File: src/rtl/led_matrix_frame_capture.sv
// Rebuilds 16x16 LED matrix frames from the multiplexed col_sel/col_data scan and
// publishes them over valid/ready. Optional FRAME_DIFF_EN adds a per-publish bit-diff count.
module led_matrix_frame_capture #(
   parameter int STABLE_CYCLES = 4,
   parameter int COLS          = 16
) (
   input  logic                 clk,
   input  logic                 rst,
   input  logic [3:0]           col_sel,
   input  logic [15:0]          col_data,
   output logic [COLS*16-1:0]   frame_out,
   output logic                 frame_valid,
   input  logic                 frame_ready,
   output logic                 scan_error,
   output logic [7:0]           overflow_cnt,
   output logic                 sync_locked
`ifdef FRAME_DIFF_EN
   ,
   output logic [8:0]           diff_count
`endif
);

   localparam int EW = $clog2(COLS);

   typedef enum logic {SYNC, CAPTURE} state_t;

   state_t              state, state_n;
   logic [EW-1:0]       expect_col, expect_n;
   logic [3:0]          sel_m, sel_s, sel_q;
   logic [15:0]         dat_m, dat_s, dat_q;
   logic [7:0]          stab_cnt;
   logic [COLS*16-1:0]  shadow;
   logic                same, accept, wr_en, clr, err_set, done, pub_pend;

   // Accept fires once, on the cycle the counter would step onto STABLE_CYCLES.
   assign same   = ({sel_s, dat_s} == {sel_q, dat_q});
   assign accept = same && (stab_cnt == 8'(STABLE_CYCLES - 1));
   assign sync_locked = (state == CAPTURE);

   always_comb begin
      state_n  = state;
      expect_n = expect_col;
      wr_en    = 1'b0;
      clr      = 1'b0;
      err_set  = 1'b0;
      done     = 1'b0;
      if (accept) begin
         case (state)
            SYNC: begin
               if (sel_s == '0) begin
                  wr_en    = 1'b1;
                  expect_n = EW'(1);
                  state_n  = CAPTURE;
               end
            end
            CAPTURE: begin
               if (sel_s == expect_col) begin
                  wr_en = 1'b1;
                  if (expect_col == EW'(COLS - 1)) begin
                     done     = 1'b1;
                     state_n  = SYNC;
                     expect_n = '0;
                  end else begin
                     expect_n = expect_col + EW'(1);
                  end
               end else begin
                  err_set = 1'b1;
                  clr     = 1'b1;
                  // An out-of-order column 0 is taken as the start of a fresh frame.
                  if (sel_s == '0) begin
                     wr_en    = 1'b1;
                     expect_n = EW'(1);
                  end else begin
                     state_n  = SYNC;
                     expect_n = '0;
                  end
               end
            end
            default: state_n = SYNC;
         endcase
      end
   end

`ifdef FRAME_DIFF_EN
   logic [COLS*16-1:0] diff_vec;
   logic [8:0]         diff_pop;
   assign diff_vec = shadow ^ frame_out;
   always_comb begin
      diff_pop = '0;
      for (int i = 0; i < COLS*16; i++) diff_pop = diff_pop + 9'(diff_vec[i]);
   end
`endif

   always_ff @(posedge clk) begin
      if (rst) begin
         sel_m        <= '0;
         sel_s        <= '0;
         sel_q        <= '0;
         dat_m        <= '0;
         dat_s        <= '0;
         dat_q        <= '0;
         stab_cnt     <= '0;
         state        <= SYNC;
         expect_col   <= '0;
         shadow       <= '0;
         pub_pend     <= 1'b0;
         frame_out    <= '0;
         frame_valid  <= 1'b0;
         scan_error   <= 1'b0;
         overflow_cnt <= '0;
`ifdef FRAME_DIFF_EN
         diff_count   <= '0;
`endif
      end else begin
         sel_m <= col_sel;
         sel_s <= sel_m;
         sel_q <= sel_s;
         dat_m <= col_data;
         dat_s <= dat_m;
         dat_q <= dat_s;
         if (!same)
            stab_cnt <= '0;
         else if (stab_cnt != 8'(STABLE_CYCLES))
            stab_cnt <= stab_cnt + 8'd1;

         state      <= state_n;
         expect_col <= expect_n;
         pub_pend   <= done;
         if (err_set) scan_error <= 1'b1;
         if (clr)     shadow     <= '0;
         if (wr_en)   shadow[{sel_s, 4'b0000} +: 16] <= dat_s;

         // Publish wins over a simultaneous consume; otherwise a pending frame is dropped.
         if (pub_pend && (!frame_valid || frame_ready)) begin
            frame_out   <= shadow;
            frame_valid <= 1'b1;
`ifdef FRAME_DIFF_EN
            diff_count  <= diff_pop;
`endif
         end else begin
            if (pub_pend && overflow_cnt != 8'hFF) overflow_cnt <= overflow_cnt + 8'd1;
            if (frame_ready) frame_valid <= 1'b0;
         end
      end
   end

endmodule

File: config.mk
export PLATFORM = sky130hd
export DESIGN_NAME = led_matrix_frame_capture
export DESIGN_NICKNAME = d
export VERILOG_FILES = /design/src/rtl/led_matrix_frame_capture.sv
export SDC_FILE = /design/constraint.sdc
export NUM_CORES = 1
export LEC_CHECK = 0
export BUFFER_PORTS_ARGS = -buffer_cell sky130_fd_sc_hd__buf_4
export CORE_MARGIN = 2
export CORE_UTILIZATION = 60
export CTS_CLUSTER_SIZE = 20
export DETAILED_ROUTE_END_ITERATION = 10
export GPL_TIMING_DRIVEN = 0
export PLACE_DENSITY_LB_ADDON = 0.25
export SYNTH_ARGS = -nofsm -noshare
export SYNTH_HDL_FRONTEND = slang
export SYNTH_SLANG_ARGS = --single-unit
export TNS_END_PERCENT = 5
File: constraint.sdc
create_clock -name clk -period 7.61 [get_ports clk]
set_input_delay 0.3805 -clock clk [delete_from_list [all_inputs] [get_ports clk]]
set_output_delay 0.3805 -clock clk [all_outputs]
set_load 0.03 [all_outputs]
==> impl_metrics.yaml <==
synthesis:
  syn-num-nets: 2411
  yosysTopAreaCell: "dfxtp_1"
  synthFlopType: "dfxtp_1"
  netlist_instances: 2381
  yosysUniqueCellTypes: 44
  synth_top_area_share_pct: 53.41
  syn_area_um2: 22340
  synthTopCellsByCount: "596 x dfxtp_1, 566 x nand2_1, 262 x a21oi_1"
  synth_edf_count: 0
  synth_most_common_cell: "dfxtp_1"
  ys_seq_area_share_pct: 53.41
  async_flop_share_pct: 0
  yosysWarningCount: 0
  yosys-top-cells-area: "dfxtp_1 53%, mux2i_1 12%, nand2_1 9.5%, o211ai_1 8.6%, a21oi_1 5.9%"
  syn_avg_cell_area_um2: 9.382
  synth-seq-cells: 596
timing:
  worst_slack_ps: 4039
  max-slew-margin-rel_pct: 16.36
  rsz0062_at_grt: "no"
  fmax_mhz: 280.1
  fin_setup_tns_ps: 0
  post-route-period-util_pct: 46.92
  timing.hold.ws_ps: 11.64
  slew_viol_final: 0
  fin_skew_ps: 14.26
  worstMarginPinSlew_ps: 1255
  hold_viol_final: 0
  setup_viol: 0
  fin_crit_ps: 3571
final_layout:
  final_util_pct: 73.84
  diodes: 0
  final_area_um2: 27030
  stdcell_count: 3255
  area_growth_pct: 21.02
  nets: 2776
  fill_cells: 2651
  drive_gt1_share_pct: 15.00
global_route:
  grt_pass1_vias: 18794
  antenna_found_initial: 1
  grt_first_pass_wirelength_mm: 103.7
  overflow: 0
  grtUsageTotal_pct: 34.50
  grt_max_degree: 15
die:
  start_util_pct: 61.02
  rows: 70
  core_area_um2: 36610
  dieArea_um2: 38790
  fp.dieW_um: 197.0
  fp.dieH_um: 197.0
  ios: 290
setup_path:
  end_kind: "flop"
  r2r_end: "shadow[54]$_SDFF_PP0_"
  reg2reg_setup_slack_ps: 4040
  crit_fanout: 10
  rr_worst_depth: 9
  r2r-start: "sel_s[0]$_SDFF_PP0_"
  cp-start-kind: "flop"
  crit_type: "flop to flop"
  cp.required_ps: 8090
  crit_arrival_ps: 4050
clock_network:
  clockBufferDepth: 3
  cts_buffers: 56
  clock_latency_ps: 610
  cts.sinks: 596
  cts_tree: "done"
  root_buffer: "clkbuf_16"
  path_clk_slew_ps: 60
  h-tree-depth: 2
detailed_routing:
  vias: 19429
  dr.pass1.iters: 7
  wl_mm: 68.62
  routed_via_density: 5.969
  first_iter_violations: 1442
  drt_drc_violations_left: 0
  wl_per_cell_um: 21.08
  ant_nets: 0
placement:
  place_congestion: 0.9215
  place_area_um2: 25090
  place_ws_ps: 4156
  dp_hpwl_mm: 50.10
  port_buffers: 289
  dp_cells: 3138
min_path:
  min_to: "dat_m[8]$_SDFF_PP0_"
  hold_depth: 2
  hp-class: "primary input to flop"
  hold_path_startpoint: "col_data[8]"
pwr:
  peakVddDrop_uv: 196.7
  powerDensity_nw_per_um2: 224.4
  p_total_mw: 6.065
  p_leak_nw: 11.48
flow_run:
  cap_viol_max_count: 0
status:
  status: "finished clean"
==> logic make-up (layout without fill, tap and decap cells) <==
kind of cell,after synthesis,in the layout,synth area share [%]
fa+ha+maj,7,7,0.3921
flops,596,596,53.41
compound gates,538,538,15.30
simple gates,710,710,13.78
mux,259,259,11.61
buf+inv,234,640,4.050
xor+xnor,37,37,1.451
==> cells in the final DEF, fill, tap and decap left out, drive strengths merged, types with 2 or more instances in the layout <==
cell type    Yosys  layout
nand4           22      22
o311ai           2       2
nand2b           3       3
buf             32     321
nor2            21      21
mux2i          259     259
nor4             5       5
dlygate4sd3      0      18
a211oi           2       2
a2111oi          2       2
or3b             3       3
nor2b           48      48
nand2          566     566
dfxtp          596     596
and3             3       3
nand3           12      12
a211o            2       2
o211ai         257     257
and4             2       2
or2              3       3
xnor2           29      29
a311oi           2       2
clkinv           0       9
o21ai            5       5
a21oi          262     262
ha               7       7
nand4b           2       2
nor3            13      13
clkbuf         176     262
xor2             8       8
inv             26      28
or3              5       5
==> worst max path at each step <==
stage	end	startpoint
global route	shadow[54]$_SDFF_PP0_	sel_s[0]$_SDFF_PP0_
detailed placement	shadow[186]$_SDFF_PP0_	sel_s[0]$_SDFF_PP0_
CTS	shadow[54]$_SDFF_PP0_	sel_s[0]$_SDFF_PP0_
finish	shadow[54]$_SDFF_PP0_	sel_s[0]$_SDFF_PP0_
floorplan	shadow[22]$_SDFF_PP0_	sel_s[0]$_SDFF_PP0_
global placement	shadow[119]$_SDFF_PP0_	sel_s[0]$_SDFF_PP0_
==> critical path, cell delays in order, from the launching register on <==
cell and delay, ps:
dfxtp_1 380, clkbuf_1 380, inv_1 150, ha_1 260
nor2b_1 150, or2_2 330, a2111oi_2 740, nand4_2 480
buf_2 400, mux2i_1 160
==> flip-flops by register name, summed over array words and instances (netlist names), 4 cells and up <==
| register | cells |
|---|---|
| shadow | 256 |
| overflow_cnt | 8 |
| dat_m | 16 |
| sel_s | 4 |
| dat_s | 16 |
| sel_q | 4 |
| expect_col | 4 |
| stab_cnt | 8 |
| sel_m | 4 |
| dat_q | 16 |
| frame_out | 256 |
==> area by class of cell <==
| cell class | count | area (um^2) | area share, % |
|---|---|---|---|
| Timing Repair Buffer | 307 | 2350 | 8.692 |
| Sequential cell | 596 | 11930 | 44.14 |
| Multi-Input combinational cell | 1551 | 9502 | 35.15 |
| Buffer | 208 | 807.0 | 2.985 |
| Inverter | 26 | 97.59 | 0.3610 |
| Clock inverter | 13 | 103.9 | 0.3842 |
| Clock buffer | 86 | 1655 | 6.124 |
| Tap cell | 468 | 585.6 | 2.166 |
==> metal layers <==
layer | global-route usage (%) | wire, um
met5 | 0 | 13
met4 | 16.04 | 3365
met3 | 6.862 | 6107
met2 | 56.26 | 31390
met1 | 44.27 | 27750
==> repair_timing <==
| item | CTS | global route |
|---|---|---|
| gates resized for setup | 0 | 0 |
| setup buffers | 0 | 0 |
| endpoints found under the hold margin | 18 | 0 |
| hold buffers | 18 | 0 |
==> where the power goes <==
group | switching [mW] | internal, mW | leakage, nW
combinational | 0.161 | 0.0510 | 5.81
sequential | 0.0115 | 3.13 | 4.81
clock | 1.18 | 1.52 | 0.868
No activity file was read; power rests on OpenSTA's default activity.
